`config.mk`:
```
export PLATFORM = sky130hd
export DESIGN_NAME = fetch_queue_unit
export DESIGN_NICKNAME = d
export VERILOG_FILES = /design/src/rtl/fetch_queue_unit.sv
export SDC_FILE = /design/constraint.sdc
export NUM_CORES = 1
export LEC_CHECK = 0
export CORE_MARGIN = 2
export CORE_UTILIZATION = 50
export CTS_CLUSTER_SIZE = 28
export DETAILED_ROUTE_END_ITERATION = 6
export GPL_TIMING_DRIVEN = 0
export PLACE_DENSITY_LB_ADDON = 0.15
export SYNTH_ARGS = -nofsm -noshare
export SYNTH_HDL_FRONTEND = slang
export SYNTH_SLANG_ARGS = --single-unit
```
`constraint.sdc`:
```
create_clock -name clk -period 4.2 [get_ports clk]
set_clock_uncertainty 0.1 [all_clocks]
set_input_delay 0.42 -clock clk [delete_from_list [all_inputs] [get_ports clk]]
set_output_delay 0.42 -clock clk [all_outputs]
set_load 0.005 [all_outputs]
```
`src/rtl/fetch_queue_unit.sv`:
```
`timescale 1ns/1ps
// fetch_queue_unit: fetches FETCH_W instructions per cycle from a fixed
// one-cycle-latency instruction memory into a DEPTH-entry circular queue and
// presents up to ISSUE_W in-order instructions per cycle to decode.
//
// Decode handshake: out_valid[i] marks slot i as holding a real instruction
// (always thermometer coded). Decode consumes every valid slot in any cycle
// where stall=0; with stall=1 nothing is consumed and out_* hold. A taken
// branch overrides both: the queue is flushed and nothing is consumed.
module fetch_queue_unit #(
    parameter int DATA_W  = 16,
    parameter int ADDR_W  = 16,
    parameter int FETCH_W = 2,
    parameter int ISSUE_W = 2,
    parameter int DEPTH   = 8,
    parameter logic [ADDR_W-1:0] RESET_PC = '0
) (
    input  logic                        clk,
    input  logic                        reset_n,
    input  logic                        stall,
    input  logic                        is_branch_taken,
    input  logic [ADDR_W-1:0]           branch_target,
    output logic                        imem_en,
    output logic [ADDR_W-1:0]           imem_addr,
    input  logic [FETCH_W*DATA_W-1:0]   imem_rdata,
    output logic [ISSUE_W-1:0]          out_valid,
    output logic [ISSUE_W*DATA_W-1:0]   out_instr,
    output logic [ADDR_W-1:0]           out_pc,
    output logic [$clog2(DEPTH):0]      occupancy
);

    localparam int PW = $clog2(DEPTH);
    localparam int CW = PW + 1;

    localparam logic [CW:0]       FETCH_SUM = (CW+1)'(FETCH_W);
    localparam logic [CW:0]       DEPTH_SUM = (CW+1)'(DEPTH);
    localparam logic [CW-1:0]     FETCH_CNT = CW'(FETCH_W);
    localparam logic [CW-1:0]     ISSUE_CNT = CW'(ISSUE_W);
    localparam logic [PW-1:0]     FETCH_PTR = PW'(FETCH_W);
    localparam logic [ADDR_W-1:0] FETCH_PC  = ADDR_W'(FETCH_W);

    logic [ADDR_W-1:0] fetch_pc;
    logic [ADDR_W-1:0] head_pc;
    logic [PW-1:0]     head;
    logic [PW-1:0]     tail;
    logic [CW-1:0]     count;
    logic              inflight;

    logic [CW:0]       demand;
    logic [CW-1:0]     pop;
    logic [CW-1:0]     count_next;
    logic              push_en;

    logic [DATA_W-1:0] mem [DEPTH];

    // Request issue: reserve room for the in-flight response plus this one;
    // a branch always issues so the redirect costs no bubble.
    always_comb begin
        demand    = {1'b0, count} + (inflight ? FETCH_SUM : '0) + FETCH_SUM;
        imem_en   = reset_n && (is_branch_taken || (demand <= DEPTH_SUM));
        imem_addr = is_branch_taken ? branch_target : fetch_pc;
    end

    // Pop/push bookkeeping; a response landing in a branch cycle is stale.
    always_comb begin
        pop        = stall ? '0 : ((count < ISSUE_CNT) ? count : ISSUE_CNT);
        push_en    = inflight && !is_branch_taken;
        count_next = count - pop + (push_en ? FETCH_CNT : '0);
    end

    // Control state: pointers, count, PCs and the in-flight flag.
    always_ff @(posedge clk or negedge reset_n) begin
        if (!reset_n) begin
            fetch_pc <= RESET_PC;
            head_pc  <= RESET_PC;
            head     <= '0;
            tail     <= '0;
            count    <= '0;
            inflight <= 1'b0;
        end else if (is_branch_taken) begin
            fetch_pc <= branch_target + FETCH_PC;
            head_pc  <= branch_target;
            head     <= '0;
            tail     <= '0;
            count    <= '0;
            inflight <= 1'b1;
        end else begin
            if (imem_en) begin
                fetch_pc <= fetch_pc + FETCH_PC;
            end
            if (push_en) begin
                tail <= tail + FETCH_PTR;
            end
            head     <= head + PW'(pop);
            head_pc  <= head_pc + ADDR_W'(pop);
            count    <= count_next;
            inflight <= imem_en;
        end
    end

    // Queue storage: write the whole fetch group at the tail.
    always_ff @(posedge clk) begin
        if (push_en) begin
            for (int j = 0; j < FETCH_W; j++) begin
                mem[tail + PW'(j)] <= imem_rdata[j*DATA_W +: DATA_W];
            end
        end
    end

    // Head window presented to decode; invalid slots read as zero.
    always_comb begin
        out_valid = '0;
        out_instr = '0;
        for (int i = 0; i < ISSUE_W; i++) begin
            out_valid[i] = (count > CW'(i));
            if (out_valid[i]) begin
                out_instr[i*DATA_W +: DATA_W] = mem[head + PW'(i)];
            end
        end
        out_pc    = head_pc;
        occupancy = count;
    end

endmodule

```
Word level (Yosys, flattened, before mapping)
Memories as Yosys holds them, arrays and structs flattened.
Cells that the tools add are included.

word-level totals
  memories = 1
  word-level logic and storage cells = 45
  input port bits = 52
  bits in writable memories = 128
  output and inout bits = 71
  bits in registers = 43

memory list
  memory  depth  width  read ports  clocked after Yosys merged registers in  write ports  RTL line  source
  mem     8      16     2           0                                        2            54        logic [DATA_W-1:0] mem [DEPTH];

cells by class
  muxes and demuxes = 17
  order comparisons = 4
  $add $sub $neg = 11
  reduce and logical (&&, ||, !) cells = 6

operators with widths
  operator                                                        number
  two-way mux 16 bit                                              6
  adder 16 x 2 -> 16 bit, second input constant                   2
  adder 16 x 4 -> 16 bit                                          1
  two-way mux 4 bit                                               3
  two-way mux 3 bit                                               3
  > comparator 4 x 1 -> 1 bit, second input constant              2
  adder 3 x 1 -> 3 bit, second input constant                     2
  adder 4 x 2 -> 5 bit                                            1
  adder 5 x 2 -> 5 bit, second input constant                     1
  less-or-equal comparator 5 x 4 -> 1 bit, second input constant  1
  adder 4 x 2 -> 4 bit                                            1
  less-than comparator 4 x 2 -> 1 bit, second input constant      1
  two-way mux 2 bit                                               2
  nonzero test 2 bit                                              2
  subtractor 4 bit                                                1
  adder 3 x 2 -> 3 bit, second input constant                     1
  adder 3 bit                                                     1
  two-way mux 1 bit                                               3
  logical AND 1 bit                                               2
  zero test 1 bit                                                 1
  logical OR 1 bit                                                1

Depth between registers and ports, before layout
Gate-level depths: netlist of the first run.

  depth after elaboration = 8
  gate-level depth with buffers = 13
  depth with buffers taken out = 12

Least setup slack after synthesis of the first run
OpenSTA, ideal clock, no wires.

  path type = input port to flip-flop
  from = input is_branch_taken
  to = register fetch_pc[13]
  required time = 4023 ps
  arrival time = 2605 ps
  library setup time = 77 ps
  buffers on the path = 5
  setup slack = 1417 ps
  cell stages on the path = 13
  path through = buf_6 buf_4 buf_2 clkbuf_1 buf_2 nand2_1 o21ai_0 ha_1 nand3_1 nor3_1 o2111ai_1 xor2_1 a21oi_1

on the way
  longest elaborated chain between the ends = 3
  elaborated cells between the ends (all ways) = 4
  classes of those cells = 1 x mux; 3 x reduce/logical

RTL lines
  element                              RTL line  source
  start, declared                      21        input logic is_branch_taken,
  logical OR 1 bit                     60        imem_en = reset_n && (is_branch_taken || (demand <= DEPTH_SUM));
  logical AND 1 bit                    60
  nonzero test 2 bit (no source line)  --
  end signal, assigned                 81        fetch_pc <= branch_target + FETCH_PC;
  end signal, assigned                 89        fetch_pc <= fetch_pc + FETCH_PC;
  end, declared                        42        logic [ADDR_W-1:0] fetch_pc;

Several ways; a longest one is shown, not always the timed one.
A chain may end at the register's enable or synchronous reset.

Worst setup path after layout of the first run
  from = register count[3] (netlist: occupancy[3])
  to = output out_instr[14]

on the way
  longest elaborated chain between the ends = 2

RTL lines
  element                      RTL line  source
  start, declared              46        logic [CW-1:0] count;
  start signal, assigned       96        count <= count_next;
  > comparator 4 x 1 -> 1 bit  115       out_valid[i] = (count > CW'(i));
  two-way mux 16 bit           116       if (out_valid[i]) begin
  end, declared                27        output logic [ISSUE_W*DATA_W-1:0] out_instr,

No other way between the ends.

==> results of run 1 <==
-- through the flow --
| stage | hold WS [ns] | utilization (%) |
|---|---|---|
| global placement | 0.4123 | 58.83 |
| floorplan | 0.02441 | - |
| CTS | 0.3489 | 62.30 |
| global route | 0.3916 | 62.31 |
| detailed placement | 0.3004 | 58.91 |
| finish | 0.3694 | 62.31 |
-- cells by family (layout without fill, tap and decap cells) --
family,Yosys count,after routing,share of synthesized area (%)
buffers and inverters,106,261,4.623
multiplexers,152,152,25.37
flip-flops,170,170,51.52
adder cells (fa/ha/maj),23,23,3.345
AO/OA/AOI/OAI,80,80,4.991
XOR/XNOR,27,27,2.489
AND/OR/NAND/NOR,157,157,7.665
-- cells in the mapped netlist (all sizes together), types with 6 or more instances --
cell type / instances / area [µm²]
nand2: 63 / 246.5
clkbuf: 47 / 176.4
buf: 22 / 123.9
nor3: 7 / 35.03
inv: 36 / 135.1
nor2: 47 / 178.9
a21oi: 29 / 148.9
mux4: 64 / 1441
nand3: 10 / 50.05
ha: 19 / 237.7
xor2: 13 / 113.9
edfxtp: 128 / 3844
mux2: 70 / 788.3
a31oi: 6 / 37.54
mux2i: 18 / 180.2
o21ai: 30 / 157.7
dfrtp: 42 / 1051
xnor2: 14 / 122.6
-- sequential cells by signal, indices dropped and copies added (netlist names) --
name,flops
fetch_pc,16
head,3
inflight,1
mem,128
occupancy,4
out_pc,16
tail,2
-- layout make-up --
class | instances | area [µm²] | area share (%)
Buffer | 69 | 300.3 | 2.576
Inverter | 37 | 138.9 | 1.191
Tap cell | 234 | 292.8 | 2.512
Timing Repair Buffer | 123 | 1236 | 10.61
Clock inverter | 15 | 198.9 | 1.707
Multi-Input combinational cell | 439 | 4169 | 35.77
Sequential cell | 170 | 4895 | 41.99
Clock buffer | 17 | 425.4 | 3.650
-- per-layer routing --
metal  vias to the layer above  part of all wire, %
met3                        38                  7.5
li1                       2938                    -
met4                         0                  1.9
met2                       327                   51
met1                      3396                   40
met5                         -                    0
-- worst paths after layout --
check | endpoint | slack (ns)
min in group clk | fetch_pc[6]$_DFFE_PN0P_ | 0.37
max in group asynchronous | out_pc[13]$_DFF_PN0_ | 3.12
min reg2reg | fetch_pc[0]$_DFFE_PN0P_ | 0.43
min | fetch_pc[1]$_DFFE_PN0P_ | 0.37
max | out_instr[14] | 0.35
max reg2reg | out_pc[14]$_DFF_PN0_ | 0.75
-- power groups by stage --
stage,sequential [mW],clock [mW],combinational (mW)
6_report,2.31,1.67,2.62
5_1_grt,2.34,1.75,2.84
4_1_cts,2.31,1.69,2.64
3_5_place_dp,2.34,0,2.62
3_3_place_gp,2.32,0,2.57
2_1_floorplan,2.28,0,1.48
-- critical path: cells and delay by family, from the launching register on --
family                     cells  cell delay (ns)
DFF                            1             0.41
buffers and inverters          5             1.60
adders and majority gates      1             0.15
and+or+nand+nor                3             0.74
-- timing repair --
| item | in CTS | in global routing |
|---|---|---|
| endpoints found under the setup margin | 0 | 6 |
| hold buffers | 1 | 0 |
| buffers inserted | 0 | 0 |
| hold endpoints to repair | 17 | 0 |
| gates resized for setup | 0 | 1 |
==> impl_results.md, run 1 <==
- Status: finished clean
- Max-slew headroom: around a third
- Hpwl dp: approximately 17000 µm
- GRT Overall Usage: between 20% and 30%
- Final global-route overflow total: 0
- Distinct cells, synth: between 40 and 50
- # clock sinks: 170
- CORE AREA: between 15000 and 20000 µm²
- Global routing usage on met3: between 5 and 6%
- Ports: roughly 120
- Initial core utilization: between 50% and 60%
- # Max-Cap Violations: 0
- WP data required: ~3.7 ns
- RSZ-0062 raised after global routing: no
- Non-Filler Instances: approximately 1100
- Worst skew pair latency: between 0.4 and 0.5 ns
- Slew Viols, Final: 0
- Synth Net Count: 790
- Pre-antenna DRT Iters: 6
- CP startpoint kind: register
- Worst r2r src: occupancy[3]$_DFF_PN0_
- Net Switching: 2.164 mW
- Antenna violations before repair: 1
- Global-route wire length before repair: between 30000 and 40000 µm
- Area Overhead vs Synth: 22.69%
- Synth warn: 0
- Chip height: 141.8 µm
- DR DRC count: 0
- Slowest stage delay, CP: roughly 0.55 ns
- Die Width: ~140 µm
- Routability congestion estimate: 0.8937
- Share of synthesized registers carrying an async set or reset: 24.71%
- Fill count: 1437
- Max clock buf depth: 2
- Reg2reg path depth: 13
- Pint: around 4.4 mW
- CP max stage cell: clkbuf_1
- Power Density: 566.3 nW/µm²
- TritonCTS clock tree: yes
- Largest net degree at the start of global routing: 33
- Via Count: around 6700
- Worst setup path category: register to primary output
- Crit path arrival time: about 3.3 ns
- Worst Max-Slew Pin Slew: 1.019 ns
- Share of post-route cells with drive strength above 1: 23.79%
- Placed Cells: ~1100
- Post-route cell area: 11660 µm²
- Antenna-violating nets left: 0
- CTS buffer count: 17
- Routed len/inst: roughly 22 µm
- HP Class: input port to asynchronous set/reset pin
- Grt peak-use layer: met2
- Syn Inst Count: 715
- H-tree Lvls: 4
- Pre-CTS setup slack: 0.5352 ns
- Number of port buffers: about 120
- Post-Syn Area: 9500 µm²
- Period utilization: between 90 and 100%
- Most frequent cells in the layout: 128 x edfxtp_1, 120 x clkdlybuf4s50_1, 70 x mux2_2, 64 x mux4_2, 59 x nand2_1
- Final hold vios: 0
- Clock power share: 25.3%
- M2 GR Usage: a little over two fifths
- Vias in the first global route: ~7000
- Routed vias/inst: between 6 and 7
- VDD IR max: 0.2991 mV
- Static leakage: around 4.1 nW
- Antenna cells: 0
- Crit end category: primary output
- Total Power: about 6.6 mW
- Syn_area_per_cell: between 10 and 15 µm²
- Flops & latches, synth: 170
- Crit path from: occupancy[3]$_DFF_PN0_
- Final worst slack: 0.3466 ns
- Final setup viols: 0
- GR Util met1: between 30% and 40%
- Root Buffer: clkbuf_16
- Crit path time final: ~3.9 ns
- # nets final: just over 900
- Commonest non-fill, non-tap cell in the layout: edfxtp_1
- Cell row count: 50
- Most used cell, CP: inv_1
- Post-Route WL: roughly 25000 µm
- Die ar.: 20120 µm²
- Comb pwr share: 39.7%
- Fmax: roughly 260 MHz
- Post-synth EDFFs: 128
- Reg power frac: 35.0%
- Initial DRC count: roughly 480
- Sw Share: roughly a third
- Prevailing post-synth register cell: edfxtp_1
- Post-Place Cell Area: 11020 µm²
- Crit path cell chain: inv_1 > ha_1 > nor2b_1 > buf_2 > inv_1 > nor2_2 > clkbuf_1 > nor2_1 > clkdlybuf4s50_1
- Setup TNS Final: 0 ns
- Crit Path Max Fanout: 10
- CTS clk-pin slew, worst paths: approximately 0.060 ns
- Post-synthesis sequential area ratio: 51.52%
Note: power is estimated with default switching activity, not from simulation.
==> run 2: changes to the inputs <==
- MAX_ROUTING_LAYER: not set -> met4
- clock period: 4.2 -> 4.3 ns (I/O delays scaled with it)
==> run 2 against run 1 <==
Sequential share of layout area shrank 0.22 points. Global-route usage grew 1.0 points. Worst setup slack lost 0.10 ns. Largest cell class unchanged. Critical endpoint unchanged. Combinational power is essentially flat.
==> impl_results.md, run 2 (synthesis results as in run 1) <==
- Post-cts resize count: 0 (unchanged)
- Ports: 123 (unchanged)
- H-tree Lvls: 4 (unchanged)
- Pre-CTS setup slack: 0.6789 ns (was 0.5352 ns)
- Root Buffer: clkbuf_16 (unchanged)
- Fmax: 246.7 MHz
- CORE AREA: 18710 µm² (unchanged)
- Largest net degree at the start of global routing: 33 (unchanged)
- Crit Path Max Fanout: 10 (unchanged)
- Setup TNS Final: 0 ns (unchanged)
- Placed Cells: 1073 (was 1071)
- Routability congestion estimate: 0.9067 (was 0.8937)
- Period utilization: between 90% and 100%
- VDD IR max: 0.3138 mV (was 0.2991 mV)
- Share of post-route cells with drive strength above 1: 23.39% (was 23.79%)
- CP startpoint kind: register (unchanged)
- Crit end category: primary output (unchanged)
- Hpwl dp: 16920 µm (was 16930 µm)
- Worst hold slack: 0.3887 ns (was 0.3694 ns)
- GRT Overall Usage: 26.69% (was 25.69%)
- Reg power frac: 34.6% (was 35.0%)
- Routed vias/inst: 6.025 (was 6.068)
- Crit path time final: a little over 4 ns
- Number of port buffers: 121 (unchanged)
- CTS buffer count: 17 (unchanged)
- Worst setup path category: register to primary output (unchanged)
- Sequential cell area: 4895 µm² (unchanged)
- HP Class: input port to asynchronous set/reset pin (unchanged)
- CTS clk-pin slew, worst paths: 0.06 ns (about the same)
- Worst Max-Slew Pin Slew: 1.040 ns (was 1.019 ns)
- CTS Hold Buffers Added: 1 (unchanged)
- Status: finished clean (unchanged)
- Reg with most FFs: mem (unchanged)
- WP data required: 3.77 ns (was 3.68 ns)
- Worst skew pair latency: 0.43 ns (about the same)
- RSZ-0062 raised after global routing: no (unchanged)
- Largest delay contributor family on the critical path: buffers and inverters (unchanged)
- Sw Share: 32.15% (was 32.78%)
- Initial core utilization: 50.79% (unchanged)
- Comb pwr share: 39.9% (was 39.7%)
- # Max-Cap Violations: 0 (unchanged)
- Clock power share: 25.4% (was 25.3%)
- Crit path arrival time: 3.52 ns (was 3.33 ns)
- CP max stage cell: nor2_1 (was clkbuf_1)
- Slowest stage delay, CP: 0.69 ns (was 0.55 ns)
- Via Count: 6670 (was 6699)
- # nets final: 934 (was 932)
- Fill count: 1424 (was 1437)
- Routed len/inst: 22.28 µm (was 22.35 µm)
- Area of the multi-input gates: 4167 µm² (was 4169 µm²)
- Power Density: 554.4 nW/µm² (was 566.3 nW/µm²)
- Crit path cell chain: inv_1 > ha_1 > nor2b_1 > buf_2 > inv_1 > nor2_1 > clkbuf_1 > nor2_1 > clkdlybuf4s50_1 (was inv_1 > ha_1 > nor2b_1 > buf_2 > inv_1 > nor2_2 > clkbuf_1 > nor2_1 > clkdlybuf4s50_1)
- Post-Route WL: 24660 µm (was 24670 µm)
- Most frequent cells in the layout: 128 x edfxtp_1, 120 x clkdlybuf4s50_1, 70 x mux2_2, 64 x mux4_2, 59 x nand2_1 (unchanged)
- Pre-antenna DRT Iters: 5 (was 6)
- Layout Utilization: 62.64% (was 62.31%)
- Final global-route overflow total: 0 (unchanged)
- Die Width: 141.8 µm (unchanged)
- DR DRC count: 0 (unchanged)
- Net Switching: 2.088 mW (was 2.164 mW)
- Final worst slack: 0.2467 ns (was 0.3466 ns)
- Pint: 4.407 mW (was 4.437 mW)
- Post CTS Setup Buffer Count: 0 (unchanged)
- Number of flip-flops in the largest register: 128 (unchanged)
- Die ar.: 20120 µm² (unchanged)
- Static leakage: 4.186 nW (was 4.143 nW)
- Antenna-violating nets left: 0 (unchanged)
- Max-slew headroom: 30.64% (was 32.05%)
- Cell row count: 50 (unchanged)
- Vias in the first global route: 7185 (was 7122)
- Area Overhead vs Synth: 23.32% (was 22.69%)
- Max clock buf depth: 2 (unchanged)
- CP bufs+invs: 5 (unchanged)
- Final hold vios: 0 (unchanged)
- Chip height: 141.8 µm (unchanged)
- TritonCTS clock tree: yes (unchanged)
- Non-Filler Instances: 1107 (was 1104)
- # clock sinks: 170 (unchanged)
- Final setup viols: 0 (unchanged)
- Initial DRC count: 518 (was 475)
- Antenna violations before repair: 1 (unchanged)
- Commonest non-fill, non-tap cell in the layout: edfxtp_1 (unchanged)
- Global-route wire length before repair: 39040 µm (was 38650 µm)
- Slew Viols, Final: 0 (unchanged)
run 2: cell count changes in the layout (fill, tap and decap cells not counted), sizes merged:
cell / delta
clkbuf: +1
clkinvlp: -3
clkinv: +1
buf: +2
diode: +1
bufinv: +1
run 2: cell type report:
type	instances	share of cell area, %
repair buffers	125	11.02
plain buffers	69	2.563
well taps	234	2.499
multi-input cells	439	35.56
flip-flops and latches	170	41.78
clock inverters	14	1.709
inverters	37	1.185
diodes	1	0.02136
clock buffers	18	3.663
run 2: final timing paths:
path / startpoint / end / slack [ns] / cells after the start
setup reg to reg: occupancy[3]$_DFF_PN0_ / out_pc[14]$_DFF_PN0_ / 0.92 / 13
hold reg to reg: fetch_pc[15]$_DFFE_PN0P_ / fetch_pc[15]$_DFFE_PN0P_ / 0.43 / 2
hold / removal: reset_n / fetch_pc[0]$_DFFE_PN0P_ / 0.39 / 2
setup / recovery: occupancy[3]$_DFF_PN0_ / out_instr[14] / 0.25 / 9
max in group asynchronous: reset_n / out_pc[13]$_DFF_PN0_ / 3.19 / 3
min in group clk: is_branch_taken / fetch_pc[3]$_DFFE_PN0P_ / 0.39 / 4
run 2: per-stage QoR:
step,instance area (µm²),power (mW)
floorplan,9500,3.673
global placement,11000,4.779
detailed placement,11070,4.863
CTS,11710,6.529
global route,11720,6.833
finish,11720,6.495
run 2: worst register-to-register path, cell delays in order, from the launching register on:
cell and delay [ns]:
dfrtp_1 0.40, inv_1 0.12, ha_1 0.15, nor2b_1 0.11, buf_2 0.26, inv_1 0.16
nor3_1 0.44, ha_1 0.30, fa_1 0.22, a21o_1 0.13, a21oi_1 0.21, nor4b_1 0.43
xnor2_1 0.15, o21ai_0 0.08
run 2: power groups by stage:
| stage | combinational, mW | sequential, mW | clock, mW |
|---|---|---|---|
| final | 2.59 | 2.25 | 1.65 |
| after global routing | 2.81 | 2.28 | 1.74 |
| after CTS | 2.61 | 2.25 | 1.67 |
| after detailed placement | 2.58 | 2.28 | 0 |
| after global placement | 2.51 | 2.27 | 0 |
| after floorplan | 1.45 | 2.23 | 0 |
run 2: layer usage:
metal	vias to the layer above	GRT usage [%]	routed length [µm]
met4	0	7.000	398
met3	39	5.062	1568
met5	-	-	0
met2	301	44.46	12670
met1	3386	34.01	10030
li1	2944	-	-
